--- src/rtl/masku_result_packer.sv ---
// Mask-unit result packer: gathers compressed mask beats into one VRF word
// and emits it with a byte strobe. The word is closed when it is full or vl runs out.
package masku_result_packer_pkg;
    typedef logic [15:0] vlen_t;
    typedef enum logic [1:0] {EW8 = 2'd0, EW16 = 2'd1, EW32 = 2'd2, EW64 = 2'd3} vew_e;
endpackage

module masku_result_packer
    import masku_result_packer_pkg::*;
#(
    parameter  int unsigned NrLanes = 4,
    localparam int unsigned ELEN    = 64,
    localparam int unsigned W       = NrLanes * ELEN,
    localparam int unsigned PntW    = $clog2(W) + 1
) (
    input  logic              clk_i,
    input  logic              rst_i,
    input  logic              start_i,
    input  vlen_t             vl_i,
    input  vew_e              vsew_i,
    input  logic              in_valid_i,
    output logic              in_ready_o,
    input  logic [W-1:0]      in_bits_i,
    input  logic [W-1:0]      in_be_i,
    output logic [PntW-1:0]   vrf_pnt_o,
    output logic              out_valid_o,
    input  logic              out_ready_i,
    output logic [W-1:0]      out_data_o,
    output logic [W/8-1:0]    out_strb_o,
    output logic              busy_o,
    output logic              done_o
);

    typedef enum logic [1:0] {IDLE, ACCUM, FLUSH} state_e;

    state_e          state_q, state_d;
    logic [W-1:0]    acc_q, acc_d;
    logic [W/8-1:0]  strb_q, strb_d;
    logic [PntW-1:0] pnt_q, pnt_d;
    vlen_t           rem_q, rem_d;
    vew_e            vsew_q, vsew_d;
    logic            zero_done_q, zero_done_d;

    logic [W/8-1:0]  be_bytes;
    logic [1:0]      beat_shift;
    logic [PntW-1:0] beat_bits;
    logic [PntW-1:0] pnt_after;
    vlen_t           rem_step;
    vlen_t           rem_after;
    logic            flush_done;

    always_comb begin
        be_bytes = '0;
        for (int k = 0; k < W / 8; k++) begin
            be_bytes[k] = |in_be_i[8*k +: 8];
        end
    end

    // Beat width in mask bits shrinks as SEW grows: (8 >> vsew) * NrLanes.
    always_comb begin
        beat_shift = 2'd3 - 2'(vsew_q);
        beat_bits  = PntW'(NrLanes) << beat_shift;
        pnt_after  = pnt_q + beat_bits;
        rem_step   = (rem_q > vlen_t'(beat_bits)) ? vlen_t'(beat_bits) : rem_q;
        rem_after  = rem_q - rem_step;
    end

    always_comb begin
        state_d     = state_q;
        acc_d       = acc_q;
        strb_d      = strb_q;
        pnt_d       = pnt_q;
        rem_d       = rem_q;
        vsew_d      = vsew_q;
        zero_done_d = 1'b0;
        flush_done  = 1'b0;

        in_ready_o  = (state_q == ACCUM);
        out_valid_o = (state_q == FLUSH);
        out_data_o  = acc_q;
        out_strb_o  = strb_q;
        busy_o      = (state_q != IDLE);
        vrf_pnt_o   = pnt_q;

        unique case (state_q)
            IDLE: begin
                if (start_i) begin
                    if (vl_i == '0) begin
                        zero_done_d = 1'b1;
                    end else begin
                        rem_d   = vl_i;
                        vsew_d  = vsew_i;
                        acc_d   = '0;
                        strb_d  = '0;
                        pnt_d   = '0;
                        state_d = ACCUM;
                    end
                end
            end
            ACCUM: begin
                if (in_valid_i) begin
                    acc_d  = (acc_q & ~in_be_i) | (in_bits_i & in_be_i);
                    strb_d = strb_q | be_bytes;
                    pnt_d  = pnt_after;
                    rem_d  = rem_after;
                    if (pnt_after == PntW'(W) || rem_after == '0) begin
                        state_d = FLUSH;
                    end
                end
            end
            FLUSH: begin
                if (out_ready_i) begin
                    if (rem_q == '0) begin
                        flush_done = 1'b1;
                        state_d    = IDLE;
                    end else begin
                        acc_d   = '0;
                        strb_d  = '0;
                        pnt_d   = '0;
                        state_d = ACCUM;
                    end
                end
            end
            default: state_d = IDLE;
        endcase

        // A reset coinciding with the final acceptance suppresses the done pulse.
        done_o = (zero_done_q | flush_done) & ~rst_i;
    end

    always_ff @(posedge clk_i) begin
        if (rst_i) begin
            state_q     <= IDLE;
            acc_q       <= '0;
            strb_q      <= '0;
            pnt_q       <= '0;
            rem_q       <= '0;
            vsew_q      <= EW8;
            zero_done_q <= 1'b0;
        end else begin
            state_q     <= state_d;
            acc_q       <= acc_d;
            strb_q      <= strb_d;
            pnt_q       <= pnt_d;
            rem_q       <= rem_d;
            vsew_q      <= vsew_d;
            zero_done_q <= zero_done_d;
        end
    end

endmodule
--- config.mk ---
export PLATFORM = sky130hd
export DESIGN_NAME = masku_result_packer
export DESIGN_NICKNAME = d
export VERILOG_FILES = /design/src/rtl/masku_result_packer.sv
export SDC_FILE = /design/constraint.sdc
export NUM_CORES = 1
export LEC_CHECK = 0
export BUFFER_PORTS_ARGS = -buffer_cell sky130_fd_sc_hd__clkbuf_2
export CAP_MARGIN = 20
export CORE_AREA = 3 3 325 327
export DETAILED_ROUTE_END_ITERATION = 16
export DIE_AREA = 0 0 328 330
export PLACE_DENSITY_LB_ADDON = 0.12
export SLEW_MARGIN = 20
export SYNTH_ARGS = -nofsm -noshare
export SYNTH_HDL_FRONTEND = slang
export SYNTH_SLANG_ARGS = --single-unit
--- constraint.sdc ---
create_clock -name clk_i -period 4.01 [get_ports clk_i]
set_input_delay 0.802 -clock clk_i [delete_from_list [all_inputs] [get_ports clk_i]]
set_output_delay 0.802 -clock clk_i [all_outputs]
set_load 0.01 [all_outputs]
==> impl_metrics.json, run 1 <==
{
  "drtPass1Iterations": 4,
  "port_buffers": 833,
  "endpoint_kind": "register",
  "yosys.area.top_type_share": 0.448,
  "most-common-layout-cells": "clkbuf_2, nand3_1, nand2_1",
  "seq_area_frac_synth": 0.448,
  "final_common_cell": "clkbuf_2",
  "placed_cell_area_um2": 19900,
  "max_slew_margin": 0.278,
  "drv_cap": 0,
  "grt_pass1_vias": 17125,
  "p_per_area_nw_per_um2": 495,
  "fin_crit_ns": 3.69,
  "synth_top_area_cell": "dfxtp_1",
  "remaining_drc_errors": 0,
  "crit_path_max_fanout": 6,
  "power_mw": 10.6,
  "wire_per_inst_um": 20.5,
  "dieHeight_um": 330,
  "setup_tns_ns": 0,
  "ir_worst_vdd_v": 0.000249,
  "grt_pass1_wl_um": 118000,
  "crit_path_start_kind": "register",
  "vias_per_cell": 4.17,
  "slowest_delay_ns": 0.41,
  "async_reset_ff_frac": 0,
  "leakagePower_nw": 9.08,
  "hold_violations": 0,
  "place_hpwl_um": 64700,
  "avgSynthCellArea_um2": 7.46,
  "final_antenna_net_count": 0,
  "synth.cell_area_um2": 14100,
  "worstPathRequired_ns": 4.52,
  "ys_warn_count": 0,
  "synth_seq_cells": 316,
  "stdcell_area_um2": 21400,
  "grt_max_degree": 141,
  "maxSlewViolCount": 0,
  "die_area_um2": 108000,
  "synthToLayoutAreaGrowth_pct": 51.2,
  "vias": 17073,
  "r2r_start": "vsew_q[1]",
  "root_buffer": "clkbuf_16",
  "hp-start": "in_bits_i[209]",
  "clk_pin_slew_worst_paths_ns": 0.06,
  "boundaryPins": 836,
  "setup_viol": 0,
  "tritoncts": "done",
  "outcome": "finished clean",
  "wirelength_um": 84100,
  "ys_types": 64,
  "crit_start": "vsew_q[1]",
  "crit_type": "reg -> reg",
  "num_rows": 118,
  "fin_crit_sh": 0.920,
  "worst_pin_slew_ns": 1.08,
  "synth_cells": 1895,
  "clockBufferDepth": 3,
  "antenna_found_initial": 11,
  "initial_utilization": 0.137,
  "hold_class": "in -> reg",
  "die_x_um": 328,
  "overflow": 0,
  "htree_levels": 2,
  "layout-drive-gt1-share": 0.354,
  "clk_latency_ns": 0.60,
  "synth-main-ff-cell": "dfxtp_1",
  "yosys-top-cells-area": "dfxtp_1, nand3_1, a21oi_1",
  "finClkSkew_ns": 0.0260,
  "cp_slowest_cell": "or3_1",
  "path_cells": "nor2_2, inv_1, ha_1, a21oi_2, and2_1, nor2b_1, o21ai_2, buf_4, mux2i_1, ha_1, or3_1, or3_1, nor2_1, and3_1, o211ai_1, o41a_1, nor3_2",
  "core_um2": 103000,
  "track_usage": 0.146,
  "synth-edff-count": 0,
  "crit_arrival_ns": 4.20,
  "drtIter0Drc": 827,
  "gp_congestion": 0.792,
  "layout.nets": 3226,
  "fmax_ghz": 0.271,
  "clock_sinks": 316,
  "numCtsBuffers": 44
}
[timing repair]
action,CTS,global route
buffers inserted,0,3
resized for setup,0,6
setup endpoints to repair,0,6
hold buffers,0,0
[layer usage]
| metal | part of all wire | GRT usage | wire (µm) | vias to the layer above |
|---|---|---|---|---|
| met5 | 0.00073 | 0 | 61 | - |
| met4 | 0.031 | 0.0467 | 2640 | 8 |
| met3 | 0.092 | 0.0564 | 7760 | 118 |
| met2 | 0.50 | 0.259 | 42100 | 601 |
| met1 | 0.37 | 0.158 | 31500 | 7998 |
| li1 | - | - | - | 8348 |
[critical path: cells and delay by family, from the launching register on]
kind,cells,cell delay (ns)
mux,1,0.11
buf+inv,2,0.20
simple gates,8,1.71
compound gates,4,0.73
fa+ha+maj,2,0.52
flops,1,0.35
[cell families after synthesis]
family,Yosys count,share of synthesized area
AOI/OAI and AO/OA,372,0.143
buffers and inverters,146,0.0413
xor gates and xnor gates,7,0.00434
adders and majority gates,14,0.0129
DFF,316,0.448
and+or+nand+nor,1030,0.345
other,2,0.000531
muxes,8,0.00567
[final timing paths]
| kind | endpoint | slack, ns | cells after the start |
|---|---|---|---|
| worst max-delay path | state_q[1] | 0.32 | 17 |
| worst min-delay path | out_data_o[209] | 0.43 | 3 |
| worst max register to register | state_q[1] | 0.32 | 17 |
| worst min register to register | out_data_o[244] | 0.45 | 2 |
[through the flow]
step	worst slack [ns]	hold WS (ns)	utilization	std cells
3_5_place_dp	0.191	0.445	0.193	4008
3_3_place_gp	0.169	0.447	0.193	4008
2_1_floorplan	0.320	0.461	-	1896
5_1_grt	-0.00154	0.389	0.207	4087
6_report	0.320	0.429	0.207	4094
4_1_cts	0.136	0.365	0.207	4084
[cell usage after synthesis (2+ instances only)]
library cell and count:
nand2_1 320, nor4_1 71, o21ai_0 12, o221ai_1 3
inv_1 8, a21oi_1 316, nor2_1 61, or2_2 3
nand2b_1 11, nand3_1 518, and2_1 2, a311oi_1 2
o211ai_1 3, nor3_2 2, conb_1 2, a211oi_1 7
a41oi_1 2, o21ai_1 2, nor3_1 13, buf_1 7
mux2i_1 8, buf_2 22, or4_1 3, nor2b_1 5
buf_4 2, and3_1 3, clkbuf_1 106, o21a_1 2
ha_1 13, nand3b_1 3, or3_1 4, nor4b_1 2
a2111oi_0 2, xor2_1 2, xnor2_1 5, dfxtp_1 316
a21o_1 5
[final cells by class]
cell class                      instances  area [µm²]
Clock buffer                           68        1320
Fill cell                           11810       81800
Multi-Input combinational cell       1434        7280
Inverter                                9        33.8
Sequential cell                       316        6330
Clock inverter                          8        75.1
Tap cell                             1380        1730
Timing Repair Buffer                  872        4600
Antenna cell                            7        17.5
[report_power, final]
group,switching (mW),internal (mW)
sequential,0.195,3.43
combinational,1.93,1.10
clock,1.61,2.32
total,3.73,6.85
[registers in the layout, indices dropped and copies added (netlist names)]
register     count
out_data_o     256
out_strb_o      32
rem_q           16
state_q          2
vrf_pnt_o        7
vsew_q           2
zero_done_q      1
No activity file was read; power rests on OpenSTA's default activity.
==> run 2, diff against run 1 <==
--- a/config.mk
+++ b/config.mk
@@ -7,11 +7,12 @@
 export LEC_CHECK = 0
 export BUFFER_PORTS_ARGS = -buffer_cell sky130_fd_sc_hd__clkbuf_2
 export CAP_MARGIN = 20
-export CORE_AREA = 3 3 325 327
+export CORE_AREA = 3 3 328 330
 export DETAILED_ROUTE_END_ITERATION = 16
-export DIE_AREA = 0 0 328 330
-export PLACE_DENSITY_LB_ADDON = 0.12
+export DIE_AREA = 0 0 331 333
+export PLACE_DENSITY = 0.39
 export SLEW_MARGIN = 20
 export SYNTH_ARGS = -nofsm -noshare
 export SYNTH_HDL_FRONTEND = slang
 export SYNTH_SLANG_ARGS = --single-unit
+export TNS_END_PERCENT = 5
==> run 2 against run 1 <==
Design area is 0.21% higher. Via count is 0.14% lower. Critical path depth is 1 lower. Highest routed layer unchanged. Largest power group unchanged. Hold slack better by 0.021 ns.
==> impl_metrics.json, run 2 (synthesis gave the netlist of run 1 again) <==
{
  "initial_utilization": 0.134,
  "gp_congestion": 0.875,
  "critical-path-top-delay-family": "compound AO/OA/AOI/OAI gates",
  "drtIter0Drc": 902,
  "max_slew_margin": 0.210,
  "worstPathRequired_ns": 4.52,
  "drtPass1Iterations": 6,
  "hold_class": "in -> reg",
  "antenna_found_initial": 10,
  "largest_reg_flops": 256,
  "crit_type": "reg -> reg",
  "place_hpwl_um": 61300,
  "fin_crit_sh": 0.925,
  "grt_setup_unrepaired": "no",
  "grt_pass1_wl_um": 112000,
  "grt_max_degree": 154,
  "fin_crit_ns": 3.71,
  "dieHeight_um": 333,
  "maxSlewViolCount": 0,
  "finClkSkew_ns": 0.0189,
  "worstPathBufferInverterCount": 3,
  "clk_latency_ns": 0.58,
  "ir_worst_vdd_v": 0.000292,
  "crit_path_start_kind": "register",
  "slowest_delay_ns": 0.47,
  "synthToLayoutAreaGrowth_pct": 51.6,
  "cp_slowest_cell": "o41a_1",
  "endpoint_kind": "register",
  "p_per_area_nw_per_um2": 494,
  "most-common-layout-cells": "clkbuf_2, nand3_1, nand2_1",
  "crit_path_max_fanout": 5,
  "wirelength_um": 79100,
  "core_um2": 105000,
  "numCtsBuffers": 43,
  "overflow": 0,
  "remaining_drc_errors": 0,
  "power_mw": 10.6,
  "die_area_um2": 110000,
  "num_rows": 119,
  "seq_area_um2": 6330,
  "drv_cap": 0,
  "htree_levels": 2,
  "worst_pin_slew_ns": 1.18,
  "clockBufferDepth": 3,
  "vias_per_cell": 4.16,
  "port_buffers": 833,
  "final_common_cell": "clkbuf_2",
  "clock_sinks": 316,
  "setup_viol": 0,
  "root_buffer": "clkbuf_16",
  "leakagePower_nw": 9.10,
  "die_x_um": 331,
  "final_antenna_net_count": 0,
  "crit_arrival_ns": 4.22,
  "grt_pass1_vias": 16864,
  "multi_input_area_um2": 7300,
  "clk_pin_slew_worst_paths_ns": 0.06,
  "hold_violations": 0,
  "boundaryPins": 836,
  "vias": 17049,
  "outcome": "finished clean",
  "nFillCells": 12018,
  "layout-drive-gt1-share": 0.356,
  "fmax_ghz": 0.270,
  "wire_per_inst_um": 19.3,
  "track_usage": 0.134,
  "setup_tns_ns": 0,
  "path_cells": "nor2_2, inv_1, ha_1, a21oi_1, and2_1, nor2b_2, o21ai_4, buf_4, mux2i_1, ha_1, inv_1, and3_1, a2111oi_1, o211ai_1, o41a_1, nor3_2",
  "cts_hold_buf": 0,
  "layout.nets": 3227,
  "tritoncts": "done"
}
==> run 2: changes by cell type in the layout (fill, tap and decap cells not counted), sizes merged <==
cell	before	now
clkbuf	901	895
buf	39	41
bufinv	1	3
clkinv	4	6
diode	7	5
clkinvlp	1	0
inv	11	10
==> run 2: repair_timing <==
| action | CTS | global route |
|---|---|---|
| endpoints found under the setup margin | 0 | 6 |
| resized for setup | 0 | 10 |
| setup buffers | 0 | 3 |
==> run 2: routing by layer <==
| layer | vias up | wire (µm) | GRT usage |
|---|---|---|---|
| met5 | - | 45 | 0 |
| met4 | 6 | 3140 | 0.0570 |
| met3 | 134 | 6710 | 0.0409 |
| li1 | 8352 | - | - |
| met1 | 7886 | 31400 | 0.155 |
| met2 | 671 | 37800 | 0.228 |
==> run 2: path summary, 6_finish.rpt <==
kind / from / endpoint / slack (ns) / cells past startpoint
worst max-delay path: vsew_q[1] / state_q[1] / 0.30 / 16
worst min-delay path: in_bits_i[27] / out_data_o[27] / 0.45 / 3
worst max register to register: vsew_q[1] / state_q[1] / 0.30 / 16
worst min register to register: out_data_o[119] / out_data_o[119] / 0.45 / 2
==> run 2: final cells by class <==
cell class | instances | share of cell area
diodes | 5 | 0.000584
clock buffers | 62 | 0.0592
multi-input cells | 1434 | 0.341
inverters | 9 | 0.00158
flip-flops and latches | 316 | 0.295
clock inverters | 10 | 0.00654
well taps | 1391 | 0.0812
repair buffers | 874 | 0.215
==> run 2: per-stage QoR <==
| stage | cell area [µm²] | worst slack [ns] | cells | util | hold slack (ns) |
|---|---|---|---|---|---|
| floorplan | 14100 | 0.320 | 1896 | - | 0.461 |
| global placement | 19900 | 0.118 | 4021 | 0.190 | 0.443 |
| detailed placement | 19900 | 0.135 | 4021 | 0.190 | 0.446 |
| CTS | 21300 | 0.122 | 4093 | 0.203 | 0.381 |
| global route | 21400 | 0.00313 | 4096 | 0.204 | 0.406 |
| finish | 21400 | 0.301 | 4101 | 0.204 | 0.451 |
==> run 2: report_power, final <==
part | switching (mW) | internal, mW | total (mW)
clock network | 1.56 | 2.37 | 3.93
logic | 1.91 | 1.11 | 3.02
registers | 0.196 | 3.43 | 3.63
==> run 2: tightest hold or removal path, stage by stage <==
cell and delay, ns:
clkbuf_2 0.08, nand3_1 0.05, a21oi_1 0.05
==> run 3, diff against run 2 <==
--- a/config.mk
+++ b/config.mk
@@ -8,6 +8,7 @@
 export BUFFER_PORTS_ARGS = -buffer_cell sky130_fd_sc_hd__clkbuf_2
 export CAP_MARGIN = 20
 export CORE_AREA = 3 3 328 330
+export CTS_BUF_LIST = sky130_fd_sc_hd__clkbuf_4 sky130_fd_sc_hd__clkbuf_8 sky130_fd_sc_hd__clkbuf_16
 export DETAILED_ROUTE_END_ITERATION = 16
 export DIE_AREA = 0 0 331 333
 export PLACE_DENSITY = 0.39
==> run 3 against run 2 <==
Core utilization hardly changed. Worst setup slack worse by 0.017 ns. Clock skew is 0.0021 ns lower. Design area is 0.14% higher. Via count is 0.26% lower. Critical path type unchanged.
==> impl_metrics.json, run 3 (synthesis gave the netlist of run 1 again) <==
{
  "path_cells": "nor2_2, inv_1, ha_1, a21oi_1, and2_1, nor2b_2, o21ai_4, buf_4, mux2i_1, ha_1, inv_1, and3_1, a2111oi_1, o211ai_1, o41a_1, nor3_2",
  "fin_util": 0.204,
  "num_rows": 119,
  "grt_max_degree": 154,
  "tritoncts": "done",
  "r2r_slack_ns": 0.28,
  "cts_hold_buf": 0,
  "clockBufferDepth": 3,
  "final_antenna_net_count": 0,
  "grt_pass1_vias": 16881,
  "fmax_ghz": 0.268,
  "final_common_cell": "clkbuf_2",
  "root_buffer": "clkbuf_16",
  "vias": 17005,
  "wirelength_um": 79100,
  "clock_sinks": 316,
  "place_hpwl_um": 61300,
  "drv_cap": 0,
  "synthToLayoutAreaGrowth_pct": 51.8,
  "fin_crit_ns": 3.73,
  "finClkSkew_ns": 0.0167,
  "numCtsBuffers": 43,
  "endpoint_kind": "register",
  "worst_pin_slew_ns": 1.21,
  "drtPass1Iterations": 5,
  "crit_path_max_fanout": 5,
  "antenna_found_initial": 10,
  "cp_slowest_cell": "o41a_1",
  "power_mw": 10.6,
  "slowest_delay_ns": 0.47,
  "grt_setup_unrepaired": "no",
  "setup_tns_ns": 0,
  "die_area_um2": 110000,
  "clk_latency_ns": 0.58,
  "r2r_start": "vsew_q[1]",
  "max_slew_margin": 0.193,
  "wire_per_inst_um": 19.3,
  "core_um2": 105000,
  "overflow": 0,
  "worstPathRequired_ns": 4.52,
  "leakagePower_nw": 9.13,
  "hold_class": "in -> reg",
  "dieHeight_um": 333,
  "min_to": "out_data_o[27]",
  "clk_pin_slew_worst_paths_ns": 0.06,
  "crit_arrival_ns": 4.23,
  "hold_depth": 3,
  "largest_reg_flops": 256,
  "die_x_um": 331,
  "r2r-end": "state_q[1]",
  "remaining_drc_errors": 0,
  "port_buffers": 833,
  "gp_congestion": 0.875,
  "hold_violations": 0,
  "fin_crit_sh": 0.929,
  "outcome": "finished clean",
  "vias_per_cell": 4.15,
  "ir_worst_vdd_v": 0.000292,
  "boundaryPins": 836,
  "setup_viol": 0,
  "grt_pass1_wl_um": 112000,
  "layout-drive-gt1-share": 0.359,
  "initial_utilization": 0.134,
  "r2r_cells": 16,
  "drtIter0Drc": 884,
  "track_usage": 0.134,
  "crit_type": "reg -> reg",
  "maxSlewViolCount": 0,
  "hp-start": "in_bits_i[27]",
  "htree_levels": 2,
  "layout.nets": 3227,
  "crit_path_start_kind": "register",
  "most-common-layout-cells": "clkbuf_2, nand3_1, nand2_1",
  "p_per_area_nw_per_um2": 495
}
-- run 3: layout make-up --
cell class	count	area (µm²)
multi-input cells	1434	7300
fillers	12014	83700
inverters	9	33.8
clock inverters	10	140
diodes	5	12.5
clock buffers	62	1300
repair buffers	874	4600
well taps	1391	1740
flip-flops and latches	316	6330
-- run 3: worst max path at each step --
stage / endpoint / slack, ns / start / depth (start not counted)
6_report: state_q[1] / 0.28 / vsew_q[1] / 16
5_1_grt: state_q[1] / 0.003 / vsew_q[1] / 17
4_1_cts: state_q[1] / 0.12 / vsew_q[1] / 16
3_5_place_dp: state_q[0] / 0.14 / vsew_q[1] / 16
3_3_place_gp: state_q[1] / 0.12 / vsew_q[1] / 16
2_1_floorplan: state_q[1] / 0.32 / vsew_q[1] / 16
-- run 3: through the flow --
| stage | cells | hold WS (ns) | instance area, µm² | setup slack [ns] |
|---|---|---|---|---|
| final | 4101 | 0.451 | 21500 | 0.284 |
| after global routing | 4096 | 0.406 | 21400 | 0.00313 |
| after CTS | 4093 | 0.381 | 21400 | 0.122 |
| after detailed placement | 4021 | 0.446 | 19900 | 0.135 |
| after global placement | 4021 | 0.443 | 19900 | 0.118 |
| after floorplan | 1896 | 0.461 | 14100 | 0.320 |
-- run 3: worst max-delay path, delay by kind of cell, from the launching register on --
kind,cells,cell delay [ns]
muxes,1,0.11
and+or+nand+nor,5,0.84
AOI/OAI and AO/OA,5,1.41
adders and majority gates,2,0.63
buffers and inverters,3,0.30
DFF,1,0.35
-- run 3: power breakdown --
group	switching, mW	internal [mW]	total [mW]
clock	1.56	2.43	3.98
sequential	0.196	3.43	3.63
combinational	1.91	1.11	3.02
-- run 3: per-layer routing --
metal / routed length (µm) / share of wire / vias up / global-route usage
met1: 31600 / 0.40 / 7837 / 0.155
met3: 6630 / 0.084 / 135 / 0.0409
met4: 3150 / 0.040 / 6 / 0.0570
met2: 37700 / 0.48 / 671 / 0.228
met5: 51 / 0.00064 / - / 0
li1: - / - / 8356 / -
-- run 3: what timing repair did --
item / 4_1_cts / 5_1_grt
setup endpoints to repair: 0 / 6
buffers inserted: 0 / 3
gates resized for setup: 0 / 10
